==> src/rtl/ping_pong_sequencer_pkg.sv <==
// Shared definitions for the ping-pong counter sequencer: state encoding,
// counter data width and the packed layout of one program-table entry.
package ping_pong_sequencer_pkg;

  localparam int DATA_W = 4;

  typedef enum logic [2:0] {
    S_IDLE,
    S_LOAD,
    S_RUN,
    S_NEXT,
    S_DONE
  } state_t;

  // Entry layout from LSB: max, min, len, last.
  localparam int MAX_LSB = 0;
  localparam int MIN_LSB = DATA_W;
  localparam int LEN_LSB = 2 * DATA_W;

  function automatic int seg_w(input int len_w);
    return 2 * DATA_W + len_w + 1;
  endfunction

endpackage

==> src/rtl/ping_pong_seg_table.sv <==
// Program table: NUM_SEG segment entries, synchronous write, combinational
// read of the entry selected by the sequencer's active segment index.
module ping_pong_seg_table
  import ping_pong_sequencer_pkg::*;
#(
  parameter  int NUM_SEG = 4,
  parameter  int LEN_W   = 8,
  localparam int ADDR_W  = $clog2(NUM_SEG)
) (
  input  logic              clk,
  input  logic              rst,
  input  logic              we,
  input  logic [ADDR_W-1:0] wr_addr,
  input  logic [DATA_W-1:0] wr_max,
  input  logic [DATA_W-1:0] wr_min,
  input  logic [LEN_W-1:0]  wr_len,
  input  logic              wr_last,
  input  logic [ADDR_W-1:0] rd_addr,
  output logic [DATA_W-1:0] rd_max,
  output logic [DATA_W-1:0] rd_min,
  output logic [LEN_W-1:0]  rd_len,
  output logic              rd_last
);

  localparam int SEG_W = seg_w(LEN_W);
  localparam logic [SEG_W-1:0] CLEAR_ENTRY = {1'b1, {(SEG_W-1){1'b0}}};

  logic [SEG_W-1:0] mem [NUM_SEG];

  // NOTE: this table is deliberately reset; a cleared entry (len=0, last=1)
  // makes a start on an unprogrammed table finish immediately and safely.
  always_ff @(posedge clk or posedge rst) begin
    if (rst) begin
      for (int i = 0; i < NUM_SEG; i++) mem[i] <= CLEAR_ENTRY;
    end else if (we) begin
      mem[wr_addr] <= {wr_last, wr_len, wr_min, wr_max};
    end
  end

  assign rd_max  = mem[rd_addr][MAX_LSB +: DATA_W];
  assign rd_min  = mem[rd_addr][MIN_LSB +: DATA_W];
  assign rd_len  = mem[rd_addr][LEN_LSB +: LEN_W];
  assign rd_last = mem[rd_addr][SEG_W-1];

endmodule

==> src/rtl/ping_pong_sequencer.sv <==
// Steps one ping-pong counter through a stored program of segments: reload
// with new bounds, run for len enabled cycles, forward flip requests.
module ping_pong_sequencer
  import ping_pong_sequencer_pkg::*;
#(
  parameter  int NUM_SEG = 4,
  parameter  int LEN_W   = 8,
  localparam int ADDR_W  = $clog2(NUM_SEG)
) (
  input  logic              clk,
  input  logic              rst,
  input  logic              cfg_we,
  input  logic [ADDR_W-1:0] cfg_addr,
  input  logic [DATA_W-1:0] cfg_max,
  input  logic [DATA_W-1:0] cfg_min,
  input  logic [LEN_W-1:0]  cfg_len,
  input  logic              cfg_last,
  input  logic              start,
  input  logic              abort,
  input  logic              pause,
  input  logic              flip_req,
  output logic              cnt_rst_n,
  output logic              cnt_enable,
  output logic              cnt_flip,
  output logic [DATA_W-1:0] cnt_max,
  output logic [DATA_W-1:0] cnt_min,
  output logic [ADDR_W-1:0] seg_idx,
  output logic              busy,
  output logic              done,
  output logic              err
);

  state_t            state;
  logic [LEN_W-1:0]  remaining;
  logic              flip_pend;
  logic [DATA_W-1:0] ent_max;
  logic [DATA_W-1:0] ent_min;
  logic [LEN_W-1:0]  ent_len;
  logic              ent_last;

  ping_pong_seg_table #(
    .NUM_SEG (NUM_SEG),
    .LEN_W   (LEN_W)
  ) u_seg_table (
    .clk     (clk),
    .rst     (rst),
    .we      (cfg_we),
    .wr_addr (cfg_addr),
    .wr_max  (cfg_max),
    .wr_min  (cfg_min),
    .wr_len  (cfg_len),
    .wr_last (cfg_last),
    .rd_addr (seg_idx),
    .rd_max  (ent_max),
    .rd_min  (ent_min),
    .rd_len  (ent_len),
    .rd_last (ent_last)
  );

  // NOTE: all state and outputs use non-blocking assignments so every branch
  // reads the pre-edge values, independent of statement order.
  always_ff @(posedge clk or posedge rst) begin
    if (rst) begin
      state      <= S_IDLE;
      remaining  <= '0;
      flip_pend  <= 1'b0;
      cnt_rst_n  <= 1'b0;
      cnt_enable <= 1'b0;
      cnt_flip   <= 1'b0;
      cnt_max    <= '0;
      cnt_min    <= '0;
      seg_idx    <= '0;
      busy       <= 1'b0;
      done       <= 1'b0;
      err        <= 1'b0;
    end else if (abort && state != S_IDLE) begin
      state      <= S_IDLE;
      flip_pend  <= 1'b0;
      cnt_rst_n  <= 1'b1;
      cnt_enable <= 1'b0;
      cnt_flip   <= 1'b0;
      busy       <= 1'b0;
      done       <= 1'b0;
    end else begin
      cnt_rst_n  <= 1'b1;
      cnt_enable <= 1'b0;
      cnt_flip   <= 1'b0;
      done       <= 1'b0;
      unique case (state)
        S_IDLE: begin
          if (start && !abort && !busy) begin
            state   <= S_LOAD;
            seg_idx <= '0;
            busy    <= 1'b1;
            err     <= 1'b0;
          end
        end
        S_LOAD: begin
          cnt_rst_n <= 1'b0;
          cnt_max   <= ent_max;
          cnt_min   <= ent_min;
          remaining <= ent_len;
          if (ent_max <= ent_min) begin
            err   <= 1'b1;
            state <= S_NEXT;
          end else if (ent_len == '0) begin
            state <= S_NEXT;
          end else begin
            state <= S_RUN;
          end
        end
        S_RUN: begin
          // A flip is only emitted alongside an enabled cycle; while paused it waits.
          if (!pause) begin
            cnt_enable <= 1'b1;
            cnt_flip   <= flip_pend | flip_req;
            flip_pend  <= 1'b0;
            remaining  <= remaining - LEN_W'(1);
            if (remaining == LEN_W'(1)) state <= S_NEXT;
          end else begin
            flip_pend <= flip_pend | flip_req;
          end
        end
        S_NEXT: begin
          if (ent_last || seg_idx == ADDR_W'(NUM_SEG - 1)) begin
            state <= S_DONE;
          end else begin
            seg_idx <= seg_idx + ADDR_W'(1);
            state   <= S_LOAD;
          end
        end
        S_DONE: begin
          done  <= 1'b1;
          busy  <= 1'b0;
          state <= S_IDLE;
        end
        default: state <= S_IDLE;
      endcase
    end
  end

endmodule

==> config.mk <==
export PLATFORM = sky130hd
export DESIGN_NAME = ping_pong_sequencer
export DESIGN_NICKNAME = d
export VERILOG_FILES = /design/src/rtl/ping_pong_sequencer_pkg.sv /design/src/rtl/ping_pong_seg_table.sv /design/src/rtl/ping_pong_sequencer.sv
export SDC_FILE = /design/constraint.sdc
export NUM_CORES = 1
export LEC_CHECK = 0
export ABC_AREA = 1
export CORE_UTILIZATION = 57
export DETAILED_ROUTE_END_ITERATION = 8
export GPL_TIMING_DRIVEN = 0
export PLACE_DENSITY = 0.9
export SLEW_MARGIN = 15
export SYNTH_ARGS = -nofsm -noshare
export SYNTH_HDL_FRONTEND = slang
export SYNTH_SLANG_ARGS = --single-unit
==> constraint.sdc <==
create_clock -name clk -period 3.5 [get_ports clk]
set_clock_uncertainty 0.2 [all_clocks]
set_input_delay 0.35 -clock clk [delete_from_list [all_inputs] [get_ports clk]]
set_output_delay 0.35 -clock clk [all_outputs]
set_load 0.1 [all_outputs]
==> key figures <==
Timing
  – RSZ-0062 raised after global routing: no
  – Tmin final: approximately 2.7 ns
  – Max-slew violations: 0
  – Hold WS: around 0.14 ns
  – Hold Fails Final Rpt: 0
  – Worst-margin pin slew: ~0.97 ns
  – Setup TNS: 0 ns
  – Setup slack after layout: between 0.8 and 0.9 ns
  – F_max: roughly 370 MHz
  – Slew Limit Headroom: 35.30%
  – Final Cycle Share: 76.47%
  – # setup viols final: 0

CTS
  – Clk_lat worst skew: about 0.37 ns
  – Clock transition at the registers of the reported paths: ~0.10 ns
  – Root buffer cell: clkbuf_8
  – H-tree depth: 3
  – Total CTS buffers: 9
  – CTS tree: done
  – Worst-case clock buffer depth: 2
  – # Post-CTS Setup Buffers: 0
  – Count of hold-fix buffers inserted at cts: 0
  – Gates resized, CTS repair: 0
  – Clock sinks: 96

Logic synthesis
  – Post-synthesis sequential area ratio: ~54%
  – Mapped Area: about 4400 um2
  – Synth cell types: 33
  – Number of flops mapped to enable cells by yosys: 0
  – Share of the synthesized area in the top cell type: slightly above 50%
  – Yosys top cell by area: dfrtp_1
  – Register bit total from synthesis: 96
  – Post-synth ARST share: between 90% and 100%
  – Cells after synthesis: between 500 and 600
  – Syn_area_per_cell: slightly above 8 um2
  – Syn Nets: 571
  – Synth Flop Type: dfrtp_1
  – Top area cells in the synthesized netlist: dfrtp_1, nand2_1, o21ai_0
  – Syn. warnings: 0

Pwr
  – Leak pwr: 2.506 nW
  – Pwr Total: 3.932 mW
  – VDD IR max: between 200 and 300 uV
  – Power Density: 754.8 nW/um2

Place
  – Post-DP HPWL: roughly 7300 um
  – PortBufs: 41
  – RePlAce Congestion: slightly below 0.9
  – Pre-CTS WS: around 0.9 ns
  – Placed insts: 679

Global routing
  – Global route total overflow: 0
  – Initial antenna violation count: 0
  – Total GRT Usage: between 20% and 30%
  – First-pass GRT wire length: 17,650 um
  – Vias in the first global route: around 3,800
  – Pin count of the biggest net entering global routing: 66

Floorplanning
  – CORE AREA: about 7400 um2
  – # rows: 31
  – Io pins: 42
  – Initial Util: 60.04%
  – Die height: 90.34 um
  – Die width: around 90 um
  – Die footprint: between 8000 and 9000 um2

Cells and area
  – Sequential Area: ~2400 um2
  – Final nets: approximately 620
  – Ant. Diodes: 0
  – Area Overhead vs Synth: 17.10%
  – Non-Filler Instances: 695
  – Area occupied by multi-input gates: roughly 1700 um2
  – Commonest non-fill, non-tap cell in the layout: nand2_1
  – Layout cells sized above 1: under 10%
  – Fillers: ~580
  – Commonest non-fill, non-tap cells in the layout: nand2_1, dfrtp_1, o21ai_0

Routing
  – Residual DRC: 0
  – DRT Pass-1 Iters: 5
  – Vias per cell: 5.694
  – Post-Route WL: 10,590 um
  – Antenna-violating nets left: 0
  – DR WL/cell: between 15 and 20 um
  – Vias: about 4,000
  – DR iter-0 viols: 365

Status
  – Status: finished clean

Setup path
  – Crit Path Class: reg -> reg
  – Req. time, crit path: 3.56 ns
  – CP endpoint kind: register
  – Worst Path Arrival: 2.74 ns
  – CP Max Fanout: 10
  – CP startpoint kind: register

Flow run
  – Max Cap Violations: 0

Min path
  – Hold Crit Class: in -> async
[synthesized netlist by cell type, types with 2 or more instances]
master	instances
nand3_1	31
inv_2	3
nand2_2	2
o22ai_1	4
clkbuf_1	13
dfrtp_1	92
a21oi_1	13
o21ai_0	90
nand2_1	172
a32o_1	4
nand4_1	3
ha_1	7
buf_4	5
o21ai_1	3
buf_6	3
dfstp_2	4
nor2_1	29
inv_1	39
buf_2	5
nor3_1	3
[worst max-delay path, stage by stage (launching register included)]
cell	delay (ns)
dfrtp_1	0.43
buf_6	0.16
inv_4	0.10
buf_6	0.16
buf_4	0.18
o21ai_0	0.09
o22ai_1	0.31
ha_1	0.32
inv_1	0.08
nor2_1	0.04
a22oi_1	0.25
nor2_1	0.08
o21a_1	0.17
[path summary, 6_finish.rpt]
check	startpoint	to	slack, ns	cells after the start
worst max register to register	seg_idx[0]	err	0.82	12
max in group asynchronous	rst	u_seg_table.mem[33]	2.27	3
worst min register to register	cnt_min[0]	cnt_min[0]	0.29	2
min in group clk	cnt_min[0]	cnt_min[0]	0.29	2
worst max-delay path	seg_idx[0]	err	0.82	12
worst min-delay path	rst	cnt_min[3]	0.14	2
[cell type report]
class                           count  share of cell area, %
Clock buffer                        9                  2.378
Buffer                             26                  2.786
Timing Repair Buffer               42                  8.407
Inverter                           43                  3.195
Sequential cell                    96                  46.22
Clock inverter                      7                  1.393
Tap cell                           99                  2.378
Multi-Input combinational cell    373                  33.25
[where the power goes]
| group | leakage, nW | internal [mW] | switching, mW | total [mW] |
|---|---|---|---|---|
| Sequential | 1.20 | 1.35 | 0.141 | 1.49 |
| Combinational | 1.22 | 0.518 | 1.19 | 1.71 |
| Clock | 0.0835 | 0.328 | 0.402 | 0.730 |
[metal layers]
metal  vias up  share of wire, %  global-route usage, %
li1       1858                 -                      -
met1      1874                42                  37.84
met2       190                47                  43.38
met3        35               7.7                  3.956
met4         0               3.2                  14.25
met5         -                 0                      0
[stage by stage]
step                      instance area, um2  util (%)
after CTS                               5209     70.31
after detailed placement                5012     67.66
final                                   5209     70.31
after floorplan                         4448         -
after global routing                    5209     70.31
after global placement                  4982     67.25
[flip-flops by register name (all words and copies together) (netlist names)]
name	flops
seg_idx	2
remaining	8
state	3
u_seg_table.mem	68
cnt_flip	1
flip_pend	1
cnt_max	4
busy	1
err	1
cnt_min	4
done	1
cnt_enable	1
cnt_rst_n	1
[cell families (layout without fill, tap and decap cells)]
group	after synthesis	after routing	share of synthesized area (%)
XOR/XNOR	1	1	0.1969
AND/OR/NAND/NOR	242	242	21.77
flip-flops	96	96	54.12
AO/OA/AOI/OAI	123	123	14.99
adder cells (fa/ha/maj)	7	7	1.969
buffers and inverters	69	127	6.948
Power figures use the tool's default switching activity.
